<file path="src/rtl/rl_fixed_pkg.sv">
// Shared fixed-point helpers for the RL accelerator blocks.
// Provides the default Q-format widths, the q_t scalar type and saturating
// add/sub/multiply-shift functions that return {value, sat}. Arithmetic is done
// in a wide acc_t so any WIDTH up to 31 bits is exact before clamping.
package rl_fixed_pkg;

    localparam int unsigned Q_WIDTH = 16;
    localparam int unsigned Q_FRAC  = 8;
    localparam int unsigned ACC_W   = 64;

    typedef logic signed [Q_WIDTH-1:0] q_t;
    typedef logic signed [ACC_W-1:0]   acc_t;

    // Saturated result: clamped value (sign-extended in acc_t) plus clamp flag.
    typedef struct packed {
        acc_t value;
        logic sat;
    } sat_res_t;

    // Clamp a wide value into the signed range of a w-bit word.
    function automatic sat_res_t sat_clamp(input acc_t x, input int unsigned w);
        acc_t     hi;
        acc_t     lo;
        sat_res_t r;
        hi = (acc_t'(1) <<< (w - 1)) - acc_t'(1);
        lo = -(acc_t'(1) <<< (w - 1));
        if (x > hi) begin
            r.value = hi;
            r.sat   = 1'b1;
        end else if (x < lo) begin
            r.value = lo;
            r.sat   = 1'b1;
        end else begin
            r.value = x;
            r.sat   = 1'b0;
        end
        return r;
    endfunction

    function automatic sat_res_t sat_add(input acc_t a, input acc_t b, input int unsigned w);
        return sat_clamp(a + b, w);
    endfunction

    function automatic sat_res_t sat_sub(input acc_t a, input acc_t b, input int unsigned w);
        return sat_clamp(a - b, w);
    endfunction

    // sat(addend + ((coef * x) >>> frac)); the scaled product is not clamped on
    // its own, only the final sum, so coefficients above 1.0 stay exact.
    function automatic sat_res_t sat_mul_shift(input acc_t x, input acc_t coef,
                                               input int unsigned frac, input acc_t addend,
                                               input int unsigned w);
        acc_t prod;
        prod = x * coef;
        return sat_clamp(addend + (prod >>> frac), w);
    endfunction

endpackage

</file>
<file path="src/rtl/q_argmax_tracker.sv">
// Running signed max / argmax / sticky-saturation tracker over one vector.
// Ports:
//   clk, rst        clock, synchronous active-high reset
//   beat_valid      a beat is consumed this cycle
//   beat_first      beat is index 0: loads the running state
//   beat_last       beat closes the vector: result is emitted next cycle
//   beat_q/idx/sat  value, action index and saturation flag of the beat
//   res_valid       one-cycle pulse carrying the vector result
//   res_q/idx/sat   max value, its index (lowest on ties), any saturation
module q_argmax_tracker #(
    parameter int unsigned WIDTH = 16,
    parameter int unsigned IDX_W = 2
) (
    input  logic                    clk,
    input  logic                    rst,
    input  logic                    beat_valid,
    input  logic                    beat_first,
    input  logic                    beat_last,
    input  logic signed [WIDTH-1:0] beat_q,
    input  logic [IDX_W-1:0]        beat_idx,
    input  logic                    beat_sat,
    output logic                    res_valid,
    output logic signed [WIDTH-1:0] res_q,
    output logic [IDX_W-1:0]        res_idx,
    output logic                    res_sat
);

    logic signed [WIDTH-1:0] run_q;
    logic [IDX_W-1:0]        run_idx;
    logic                    run_sat;

    logic signed [WIDTH-1:0] cand_q;
    logic [IDX_W-1:0]        cand_idx;
    logic                    cand_sat;

    // Candidate state after folding in the current beat; strict > keeps the lowest index on ties.
    always_comb begin
        cand_q   = run_q;
        cand_idx = run_idx;
        cand_sat = run_sat | beat_sat;
        if (beat_first) begin
            cand_q   = beat_q;
            cand_idx = beat_idx;
            cand_sat = beat_sat;
        end else if (beat_q > run_q) begin
            cand_q   = beat_q;
            cand_idx = beat_idx;
        end
    end

    // Running state and held result registers.
    always_ff @(posedge clk) begin
        if (rst) begin
            run_q     <= '0;
            run_idx   <= '0;
            run_sat   <= 1'b0;
            res_valid <= 1'b0;
            res_q     <= '0;
            res_idx   <= '0;
            res_sat   <= 1'b0;
        end else begin
            res_valid <= 1'b0;
            if (beat_valid) begin
                if (beat_last) begin
                    res_valid <= 1'b1;
                    res_q     <= cand_q;
                    res_idx   <= cand_idx;
                    res_sat   <= cand_sat;
                    run_q     <= '0;
                    run_idx   <= '0;
                    run_sat   <= 1'b0;
                end else begin
                    run_q     <= cand_q;
                    run_idx   <= cand_idx;
                    run_sat   <= cand_sat;
                end
            end
        end
    end

endmodule

</file>
<file path="src/rtl/q_update_argmax_stream.sv">
// Streaming Bellman Q-update plus per-vector argmax.
// Per state vector of ACTIONS beats: T = sat(reward + gamma*q_next_max >>> FRAC)
// taken from beat 0, then per beat D = sat(T - Q), Q' = sat(Q + alpha*D >>> FRAC).
// Ports:
//   clk, rst                  clock, synchronous active-high reset
//   in_valid/in_ready/in_q    input Q(s,a) stream, one action per beat
//   reward, q_next_max        target scalars, sampled on beat 0 only
//   alpha, gamma              unsigned rates (1.0 = 2^FRAC), sampled on beat 0 only
//   upd_valid/upd_ready       updated-Q stream handshake
//   upd_q/upd_idx/upd_last    Q'(s,a), its action index, last-beat marker
//   res_valid                 one-cycle pulse after the last updated beat leaves
//   res_q/res_idx/res_sat     max Q', its argmax (lowest on ties), any saturation
module q_update_argmax_stream
    import rl_fixed_pkg::*;
#(
    parameter int unsigned  WIDTH   = Q_WIDTH,
    parameter int unsigned  FRAC    = Q_FRAC,
    parameter int unsigned  ACTIONS = 4,
    localparam int unsigned IDX_W   = $clog2(ACTIONS)
) (
    input  logic                    clk,
    input  logic                    rst,
    input  logic                    in_valid,
    output logic                    in_ready,
    input  logic signed [WIDTH-1:0] in_q,
    input  logic signed [WIDTH-1:0] reward,
    input  logic signed [WIDTH-1:0] q_next_max,
    input  logic [FRAC:0]           alpha,
    input  logic [FRAC:0]           gamma,
    output logic                    upd_valid,
    input  logic                    upd_ready,
    output logic signed [WIDTH-1:0] upd_q,
    output logic [IDX_W-1:0]        upd_idx,
    output logic                    upd_last,
    output logic                    res_valid,
    output logic signed [WIDTH-1:0] res_q,
    output logic [IDX_W-1:0]        res_idx,
    output logic                    res_sat
);

    localparam logic [IDX_W-1:0] LAST_IDX = IDX_W'(ACTIONS - 1);

    // Flow control: the whole pipe moves together, frozen while the output is stalled.
    logic advance;
    logic accept;

    // Beat position and per-vector scalars latched from beat 0.
    logic [IDX_W-1:0]        beat_cnt;
    logic signed [WIDTH-1:0] t_lat;
    logic                    t_lat_sat;
    logic [FRAC:0]           alpha_lat;

    // Stage 1: difference D plus everything stage 2 needs.
    logic                    s1_valid;
    logic signed [WIDTH-1:0] s1_q;
    logic signed [WIDTH-1:0] s1_d;
    logic [FRAC:0]           s1_alpha;
    logic [IDX_W-1:0]        s1_idx;
    logic                    s1_sat;

    logic                    upd_sat;

    // Combinational datapath.
    sat_res_t                t_live_r;
    sat_res_t                d_r;
    sat_res_t                q_r;
    logic                    beat_first;
    logic signed [WIDTH-1:0] t_cur;
    logic                    t_cur_sat;
    logic [FRAC:0]           alpha_cur;

    assign advance    = !upd_valid || upd_ready;
    assign in_ready   = advance;
    assign accept     = in_valid && advance;
    assign beat_first = (beat_cnt == '0);

    // Beat 0 uses the live target/alpha; later beats reuse the values latched on beat 0.
    always_comb begin
        t_live_r  = sat_mul_shift(acc_t'(q_next_max), acc_t'({1'b0, gamma}), FRAC,
                                  acc_t'(reward), WIDTH);
        t_cur     = t_lat;
        t_cur_sat = t_lat_sat;
        alpha_cur = alpha_lat;
        if (beat_first) begin
            t_cur     = WIDTH'(t_live_r.value);
            t_cur_sat = t_live_r.sat;
            alpha_cur = alpha;
        end
        d_r = sat_sub(acc_t'(t_cur), acc_t'(in_q), WIDTH);
        q_r = sat_mul_shift(acc_t'(s1_d), acc_t'({1'b0, s1_alpha}), FRAC,
                            acc_t'(s1_q), WIDTH);
    end

    // Beat counter, scalar latch and the two pipeline stages.
    always_ff @(posedge clk) begin
        if (rst) begin
            beat_cnt  <= '0;
            t_lat     <= '0;
            t_lat_sat <= 1'b0;
            alpha_lat <= '0;
            s1_valid  <= 1'b0;
            s1_q      <= '0;
            s1_d      <= '0;
            s1_alpha  <= '0;
            s1_idx    <= '0;
            s1_sat    <= 1'b0;
            upd_valid <= 1'b0;
            upd_q     <= '0;
            upd_idx   <= '0;
            upd_last  <= 1'b0;
            upd_sat   <= 1'b0;
        end else begin
            if (accept) begin
                beat_cnt <= (beat_cnt == LAST_IDX) ? '0 : beat_cnt + IDX_W'(1);
                if (beat_first) begin
                    t_lat     <= t_cur;
                    t_lat_sat <= t_cur_sat;
                    alpha_lat <= alpha;
                end
            end
            if (advance) begin
                s1_valid <= accept;
                if (accept) begin
                    s1_q     <= in_q;
                    s1_d     <= WIDTH'(d_r.value);
                    s1_alpha <= alpha_cur;
                    s1_idx   <= beat_cnt;
                    s1_sat   <= t_cur_sat | d_r.sat;
                end
                upd_valid <= s1_valid;
                if (s1_valid) begin
                    upd_q    <= WIDTH'(q_r.value);
                    upd_idx  <= s1_idx;
                    upd_last <= (s1_idx == LAST_IDX);
                    upd_sat  <= s1_sat | q_r.sat;
                end
            end
        end
    end

    q_argmax_tracker #(
        .WIDTH (WIDTH),
        .IDX_W (IDX_W)
    ) u_tracker (
        .clk        (clk),
        .rst        (rst),
        .beat_valid (upd_valid && upd_ready),
        .beat_first (upd_idx == '0),
        .beat_last  (upd_last),
        .beat_q     (upd_q),
        .beat_idx   (upd_idx),
        .beat_sat   (upd_sat),
        .res_valid  (res_valid),
        .res_q      (res_q),
        .res_idx    (res_idx),
        .res_sat    (res_sat)
    );

endmodule
</file>
<file path="config.mk">
export PLATFORM = sky130hd
export DESIGN_NAME = q_update_argmax_stream
export DESIGN_NICKNAME = d
export VERILOG_FILES = /design/src/rtl/rl_fixed_pkg.sv /design/src/rtl/q_argmax_tracker.sv /design/src/rtl/q_update_argmax_stream.sv
export SDC_FILE = /design/constraint.sdc
export NUM_CORES = 1
export LEC_CHECK = 0
export ABC_AREA = 1
export BUFFER_PORTS_ARGS = -buffer_cell sky130_fd_sc_hd__buf_2
export CORE_ASPECT_RATIO = 2
export CORE_MARGIN = 2
export CORE_UTILIZATION = 60
export CTS_CLUSTER_SIZE = 14
export DETAILED_ROUTE_END_ITERATION = 6
export PLACE_DENSITY = 0.85
export REMOVE_ABC_BUFFERS = 1
export SLEW_MARGIN = 30
export SYNTH_ARGS = -nofsm -noshare
export SYNTH_HDL_FRONTEND = slang
export SYNTH_SLANG_ARGS = --single-unit
</file>
<file path="constraint.sdc">
create_clock -name clk -period 11.3 [get_ports clk]
set_input_delay 1.695 -clock clk [delete_from_list [all_inputs] [get_ports clk]]
set_output_delay 1.695 -clock clk [all_outputs]
set_load 0.05 [all_outputs]
</file>
Word-level counts from Yosys, hierarchy flattened
Index checks and enable logic that the tools add are counted.
{ "totals": {"elab_cells": 71, "output_inout_bits": 41, "inputBits": 70, "reg_bits": 133} }
{ "classes": {"mul": 2, "magnitude_cmp": 7, "n_eq_ne": 2, "n_reduce_logical": 11, "n_addsub": 4, "bitwise": 4, "n_mux": 19} }
{ "op_table": {"columns": ["op", "count"], "rows": [
  ["$mux 17", 6],
  ["$mux 16", 4],
  ["$mul 16x10->26", 2],
  ["$add 16x18->19", 2],
  ["$gt 19x16->1 const B", 2],
  ["$lt 19x16->1 const B", 2],
  ["$gt 17x16->1 const B", 1],
  ["$lt 17x16->1 const B", 1],
  ["$sub 16x16->17", 1],
  ["$gt 16x16->1", 1],
  ["$mux 9", 1],
  ["$mux 2", 4],
  ["$reduce_and 2->1", 4],
  ["$eq 2x2->1 const B", 2],
  ["$logic_not 2->1", 2],
  ["$mux 1", 4],
  ["$or 1x1->1", 3],
  ["$add 2x1->2 const B", 1],
  ["$logic_and 1x1->1", 2],
  ["$reduce_or 2->1", 1],
  ["$logic_not 1->1", 1],
  ["$logic_or 1x1->1", 1],
  ["$not 1->1", 1]
]} }

Depth between registers and ports, before layout
Gate-level depths: netlist of the first run.
{ "depth": {"depth_word": 11, "ltp_mapped": 55, "ltp_nobuf": 52} }

Hierarchy
From an unflattened synthesis of the first run, not the netlist that was laid out.
{ "hier_totals": {"cells_unflattened": 2800, "hier_area_um2": 19581.3} }
{ "by_module_without_submodules": {"columns": ["module", "cells_each", "n_inst", "area_per_inst_um2", "seq_area_each_um2"], "rows": [
  ["q_update_argmax_stream", 2436, 1, 17285.3, 1701.6],
  ["q_argmax_tracker", 364, 1, 2296.0, 780.7]
]} }

Least setup slack after synthesis of the first run
No wires, ideal clock.
{ "synth_timing": {"kind": "input-to-reg", "start": "input port gamma[1]", "end": "register s1_d[10]", "setup_time_ns": 0.070, "slack_ns": 1.849, "t_arrival_ns": 9.381, "required_ns": 11.230, "path_buffers": 4, "stages": 52, "cell_sequence": "clkbuf_1 clkbuf_1 nand2_1 fa_1 inv_1 fa_1 fa_1 fa_1 inv_1 fa_1 inv_1 ha_1 nand2_1 nor2_1 nand2_1 o211a_1 o21ai_1 nand2_1 [16 not listed] buf_6 nand3_1 o21ai_0 inv_1 ha_1 fa_1 o21ai_1 nand2_1 nand2_1 nand3_1 nand3_1 o21ai_1 inv_1 nand2_1 inv_2 nor2_2 buf_6 a21oi_1"} }
{ "synth_via": {"elab_chain_cells": 10, "elab_cells_between_ends": 12, "cone_classes": "add/sub: 2; mul: 1; order compare: 4; mux: 5"} }
{ "synth_lines": {"columns": ["element", "line_no", "rtl"], "rows": [
  ["start, declared", "q_update_argmax_stream.sv:29", "input logic [FRAC:0] gamma,"],
  ["$mul 16x10->26 (*)", "rl_fixed_pkg.sv:54", "prod = x * coef;"],
  ["$add 16x18->19 (*)", "rl_fixed_pkg.sv:55", "return sat_clamp(addend + (prod >>> frac), w);"],
  ["$lt 19x16->1", "rl_fixed_pkg.sv:30", "end else if (x < lo) begin"],
  ["$mux 17", "rl_fixed_pkg.sv:30", null],
  ["$mux 17 (*)", "rl_fixed_pkg.sv:27", "if (x > hi) begin"],
  ["$mux 16 (*)", "q_update_argmax_stream.sv:84", "if (beat_first) begin"],
  ["$sub 16x16->17 (*)", "rl_fixed_pkg.sv:45", "return sat_clamp(a - b, w);"],
  ["$lt 17x16->1", "rl_fixed_pkg.sv:30", null],
  ["$mux 17", "rl_fixed_pkg.sv:30", null],
  ["$mux 17 (*)", "rl_fixed_pkg.sv:27", null],
  ["end signal, assigned", "q_update_argmax_stream.sv:125", "s1_d <= WIDTH'(d_r.value);"],
  ["end, declared", "q_update_argmax_stream.sv:56", "logic signed [WIDTH-1:0] s1_d;"]
]} }
Mark *: on every way between the ends. The rest lies on a longest branch, timed or not.
A chain may end at the register's enable or synchronous reset.

Final worst setup path of the first run
{ "layout_timing": {"start": "input port gamma[1]", "end": "register s1_d[0]"} }
The elaborated chain is that of the path after synthesis.

==> qor.yml, run 1 <==
cp.arrival_ns: 11.03
vias: 17790
routedWlPerCell_microns: 17.20
worst_ep_required_time_ns: 11.65
ys_types: 46
hold_end: "u_tracker.run_q[3]$_SDFFE_PP0P_"
post_cts_buffers: 0
drtAntennaViolNets: 0
syn_to_final_growth_pct: 6.662
io_pins: 111
worstPathMaxFanout: 17
start_util_pct: 60.46
cp_slowest_stage_delay_ns: 0.60
synthTopCellsByCount: "688 x nand2_1, 665 x inv_1, 245 x fa_1"
antenna_found_initial: 0
ys_ff_latch: 124
rows: 93
synth_top_area_cell: "fa_1"
fin_crit_ns: 10.68
cts_tree: "built"
grt-ovfl-total: 0
port_buffers: 110
drt_iter0_markers: 841
cts_buffer_depth: 2
hold_start: "u_tracker.run_q[3]$_SDFFE_PP0P_"
first_pass_iters: 5
tightestPinTransition_ns: 1.003
outcome: "completed"
critPathLaunchType: "input port"
synth.yosys.seq_area_share_pct: 12.83
hold_path.class: "flop to flop"
syn_area_sq_mm: 0.01935
grt_usage_pct: 34.27
placed_cells: 3193
ctsHtreeMaxLevel: 4
die_w_microns: 131.0
rsz0062_at_grt: "false"
synth-main-ff-cell: "dfxtp_1"
gp_routability_congestion: 1.055
drv_slew: 0
clk-insertion-delay-late_ns: 0.44
timing.final.hold_violations: 0
criticalPathCategory: "input port to flop"
dieArea_sq_mm: 0.03378
core_area_sq_mm: 0.03200
ys_top_cells_by_area: "fa_1 25%, nand2_1 13%, inv_1 13%"
grt_first_pass_wirelength_microns: 89760
slew_headroom_pct: 33.14
hpwl_microns: 45510
max_freq_mhz: 93.64
cp_slowest_cell: "nor4_1"
cts.sinks: 124
die_h_microns: 257.9
tns_ns: 0
grt_pass1_vias: 19180
drcViolationCount: 0
netlist_instances: 2761
totalWireLength_microns: 55500
hold_depth: 2
synth.most_common_cell: "nand2_1"
r2r-end: "upd_q[4]$_SDFFE_PP0P_"
grt_max_degree: 81
numCtsBuffers: 17
synth.top_cell.area_share_pct: 25.35
fin_cells: 3226
synth.avg_cell_area_sq_um: 7.007
ctsResizeCount: 0
fin_worst_skew_ns: 0.01695
crit_top_cell: "nand2_1"
hold_buffers: 0
setup_viol: 0
yosys_warnings: 0
drive_gt1_share_pct: 6.112
ys_async_sr_fraction_pct: 0
clk_pin_slew_ns: 0.07
fin_util_pct: 64.48
worstRegToRegCells: 29
max_cap_violations: 0
vias_per_cell: 5.514
critPathCaptureType: "flop"
r2r_setup_slack_ns: 3.55
finalCritPeriodShare_pct: 94.51
synth_edf_count: 0
cts-root-buf: "clkbuf_16"
num-nets-final: 3281
## worst max-delay path, delay by kind of cell
kind / cells / cell delay [ns]
AOI/OAI and AO/OA: 5 / 0.74
and+or+nand+nor: 19 / 3.52
buffers and inverters: 7 / 0.92
adders and majority gates: 9 / 4.06
xor gates and xnor gates: 1 / 0.08
## kinds of logic after synthesis
| group | count (synthesis) | share of synthesized area, % |
|---|---|---|
| buffers and inverters | 781 | 15.42 |
| and+or+nand+nor | 955 | 19.84 |
| adders and majority gates | 426 | 37.06 |
| AOI/OAI and AO/OA | 394 | 11.18 |
| xor gates and xnor gates | 81 | 3.667 |
| DFF | 124 | 12.83 |
## through the flow
step | hold slack [ns] | worst slack (ns) | instance area (sq um)
detailed placement | 0.4585 | 0.5026 | 20000
finish | 0.4699 | 0.6208 | 20630
global route | 0.4788 | 0.03913 | 20630
CTS | 0.4686 | 0.9225 | 20620
floorplan | 0.4361 | 2.102 | 18880
global placement | 0.4501 | 0.6169 | 20000
## layout make-up
| type | instances | area [sq um] |
|---|---|---|
| flip-flops and latches | 124 | 2482 |
| repair buffers | 114 | 580.6 |
| inverters | 672 | 2525 |
| multi-input cells | 1856 | 13890 |
| clock buffers | 17 | 425.4 |
| clock inverters | 15 | 195.2 |
| fillers | 2790 | 11360 |
| diodes | 1 | 2.502 |
| well taps | 427 | 534.3 |
## placed cells by master (no fill, tap or decap), types with 4 or more instances in the layout
cell / count
nand2_2: 8
a21o_1: 25
fa_1: 245
nor4_1: 6
dfxtp_1: 124
nand4_1: 8
xor2_1: 54
nand2_1: 688
inv_8: 6
inv_6: 4
a22oi_1: 13
xnor2_1: 26
ha_1: 181
inv_1: 664
clkbuf_16: 17
buf_4: 4
nand3_1: 106
or2_2: 4
nor3_1: 15
a31oi_1: 12
inv_2: 4
o21ai_0: 115
buf_2: 110
o21bai_1: 10
a21oi_1: 196
nor2_1: 108
o21ai_1: 6
## per-layer routing
layer	wire length (microns)	global-route usage, %	part of all wire, %	vias to the layer above
li1	-	-	-	8384
met1	16720	28.86	30	8348
met2	30290	64.65	55	726
met3	2649	5.801	4.8	331
met4	5841	31.03	11	0
met5	0	0	0	-
## worst max path at each step
stage | slack [ns] | start | endpoint | cells past startpoint
floorplan | 2.10 | q_next_max[9] | s1_d[10]$_SDFFE_PP0P_ | 45
global placement | 0.62 | gamma[1] | s1_d[0]$_SDFFE_PP0P_ | 41
detailed placement | 0.50 | gamma[1] | s1_d[0]$_SDFFE_PP0P_ | 41
CTS | 0.92 | gamma[1] | s1_d[0]$_SDFFE_PP0P_ | 47
global route | 0.04 | gamma[1] | s1_d[1]$_SDFFE_PP0P_ | 43
finish | 0.62 | gamma[1] | s1_d[0]$_SDFFE_PP0P_ | 41
## state kept, by name, summed over array words and instances (netlist names), named ones only
| name | flops |
|---|---|
| u_tracker.res_sat | 1 |
| u_tracker.run_q | 16 |
| s1_valid | 1 |
| u_tracker.run_sat | 1 |
| t_lat_sat | 1 |
| u_tracker.res_idx | 2 |
| s1_d | 16 |
| upd_valid | 1 |
| s1_idx | 2 |
| s1_sat | 1 |
| upd_last | 1 |
| t_lat | 16 |
| upd_q | 16 |
| upd_sat | 1 |
| u_tracker.run_idx | 2 |
| u_tracker.res_valid | 1 |
| upd_idx | 2 |
| beat_cnt | 2 |
| s1_q | 16 |
| u_tracker.res_q | 16 |
Power of run 1 is not shown: default switching activity piles up to over one toggle a cycle in this logic, so the estimate is an artifact.
==> run 2: changes to the inputs <==
Settings changed: CORE_UTILIZATION 60 to 61, PLACE_DENSITY 0.85 to 0.86, SLEW_MARGIN 30 to 5.
==> run 2 against run 1 <==
  * Clock skew decreased by 0.0043 ns
  * Global-route usage is 0.36 points lower
  * Fmax grew 0.60%
  * Die area fell by 1.6%
  * Non-clock buffer count up 1
  * Hold slack got worse by 0.0048 ns
  * Critical path type unchanged
  * Highest routed layer unchanged
==> qor.yml, run 2 (synthesis results as in run 1) <==
outcome: "completed"  # unchanged
vias_per_cell: 5.626  # was 5.514
worst_ep_required_time_ns: 11.65  # about the same
rows: 92  # was 93
clk_pin_slew_ns: 0.06  # was 0.07 ns
criticalPathCategory: "input port to flop"  # unchanged
cts.sinks: 124  # unchanged
drtAntennaViolNets: 0  # unchanged
drv_slew: 0  # unchanged
critPathLaunchType: "input port"  # unchanged
grt_max_degree: 81  # unchanged
worstPathMaxFanout: 17  # unchanged
io_pins: 111  # unchanged
cts_tree: "built"  # unchanged
max_freq_mhz: 94.20  # was 93.64 MHz
cts_buffer_depth: 2  # unchanged
drcViolationCount: 0  # unchanged
hold_path.class: "flop to flop"  # unchanged
port_buffers: 110  # unchanged
numCtsBuffers: 17  # unchanged
hold_start: "u_tracker.run_q[11]$_SDFFE_PP0P_"  # was u_tracker.run_q[3]$_SDFFE_PP0P_
rsz0062_at_grt: "false"  # unchanged
grt_usage_pct: 33.91  # was 34.27%
max_cap_violations: 0  # unchanged
timing.final.hold_violations: 0  # unchanged
drt_iter0_markers: 967  # was 841
gp_routability_congestion: 1.020  # was 1.055
critPathCaptureType: "flop"  # unchanged
finalCritPeriodShare_pct: 93.94  # was 94.51%
post_cts_buffers: 0  # unchanged
cts-root-buf: "clkbuf_16"  # unchanged
fin_worst_skew_ns: 0.01264  # was 0.01695 ns
multi_input_area_sq_mm: 0.01388  # was 0.01389 sq mm
grt_first_pass_wirelength_microns: 89090  # was 89760 microns
cp.arrival_ns: 10.96  # was 11.03 ns
layout.cells.most_common_list: "688 x nand2_1, 664 x inv_1, 245 x fa_1"  # unchanged
tightestPinTransition_ns: 1.242  # was 1.003 ns
ctsHtreeMaxLevel: 4  # unchanged
hpwl_microns: 44170  # was 45510 microns
fin_util_pct: 65.56  # was 64.48%
clk-insertion-delay-late_ns: 0.44  # about the same
syn_to_final_growth_pct: 6.494  # was 6.662%
first_pass_iters: 6  # was 5
fill_cells: 2661  # was 2790
antenna_found_initial: 1  # was 0
die_w_microns: 129.9  # was 131.0 microns
setup_viol: 0  # unchanged
die_h_microns: 255.9  # was 257.9 microns
routedWlPerCell_microns: 16.99  # was 17.20 microns
final_area_sq_mm: 0.02060  # was 0.02063 sq mm
placed_cells: 3190  # was 3193
core_area_sq_mm: 0.03143  # was 0.03200 sq mm
fin_cells: 3223  # was 3226
num-nets-final: 3282  # was 3281
ctsResizeCount: 0  # unchanged
totalWireLength_microns: 54750  # was 55500 microns
fin_crit_ns: 10.62  # was 10.68 ns
cp_slowest_cell: "fa_1"  # was nor4_1
regArea_sq_mm: 0.002482  # unchanged
cp_slowest_stage_delay_ns: 0.62  # was 0.60 ns
vias: 18130  # was 17790
start_util_pct: 61.56  # was 60.46%
grt-ovfl-total: 0  # unchanged
crit_top_cell: "nand2_1"  # unchanged
hold_buffers: 0  # unchanged
slew_headroom_pct: 17.19  # was 33.14%
tns_ns: 0  # unchanged
grt_pass1_vias: 19500  # was 19180
layout_commonest_cell: "nand2_1"  # unchanged
dieArea_sq_mm: 0.03324  # was 0.03378 sq mm
drive_gt1_share_pct: 6.074  # was 6.112%
critPathLaunch: "gamma[1]"  # unchanged
postPlaceCellArea_sq_mm: 0.02000  # about the same
[run 2: path summary, 6_finish.rpt]
kind | to | slack [ns] | cells past startpoint
max | s1_d[1]$_SDFFE_PP0P_ | 0.68 | 41
max reg2reg | upd_sat$_SDFFE_PP0P_ | 3.67 | 29
min reg2reg | u_tracker.run_q[11]$_SDFFE_PP0P_ | 0.47 | 2
min | u_tracker.run_q[11]$_SDFFE_PP0P_ | 0.47 | 2
[run 2: cell type report]
cell class                 instances  share of cell area (%)
timing repair buffer             115                   2.854
clock buffer                      17                   2.065
multi-input combinational       1856                   67.37
tap                              423                   2.569
antenna                            1                 0.01215
inverter                         672                   12.24
clock inverter                    15                  0.8381
sequential                       124                   12.05
[run 2: stage by stage]
step	setup WS [ns]	hold WS [ns]
after detailed placement	0.5576	0.4573
after CTS	0.9721	0.4668
final	0.6848	0.4651
after floorplan	2.102	0.4361
after global placement	0.8001	0.4515
after global routing	0.1875	0.4920
[run 2: per-layer routing]
layer | share of wire [%] | global-route usage, % | vias up
met5 | 0 | 0 | -
met4 | 11 | 32.11 | 0
met3 | 5.3 | 4.849 | 400
met2 | 53 | 62.67 | 847
met1 | 30 | 29.69 | 8514
li1 | - | - | 8370
[run 2: worst max-delay path: cells and delay by family]
kind / cells / cell delay [ns]
adders and majority gates: 9 / 4.14
AOI/OAI and AO/OA: 4 / 0.57
buffers and inverters: 7 / 0.78
xor gates and xnor gates: 1 / 0.07
and+or+nand+nor: 20 / 3.66
Power of run 2 is left out for the same reason.
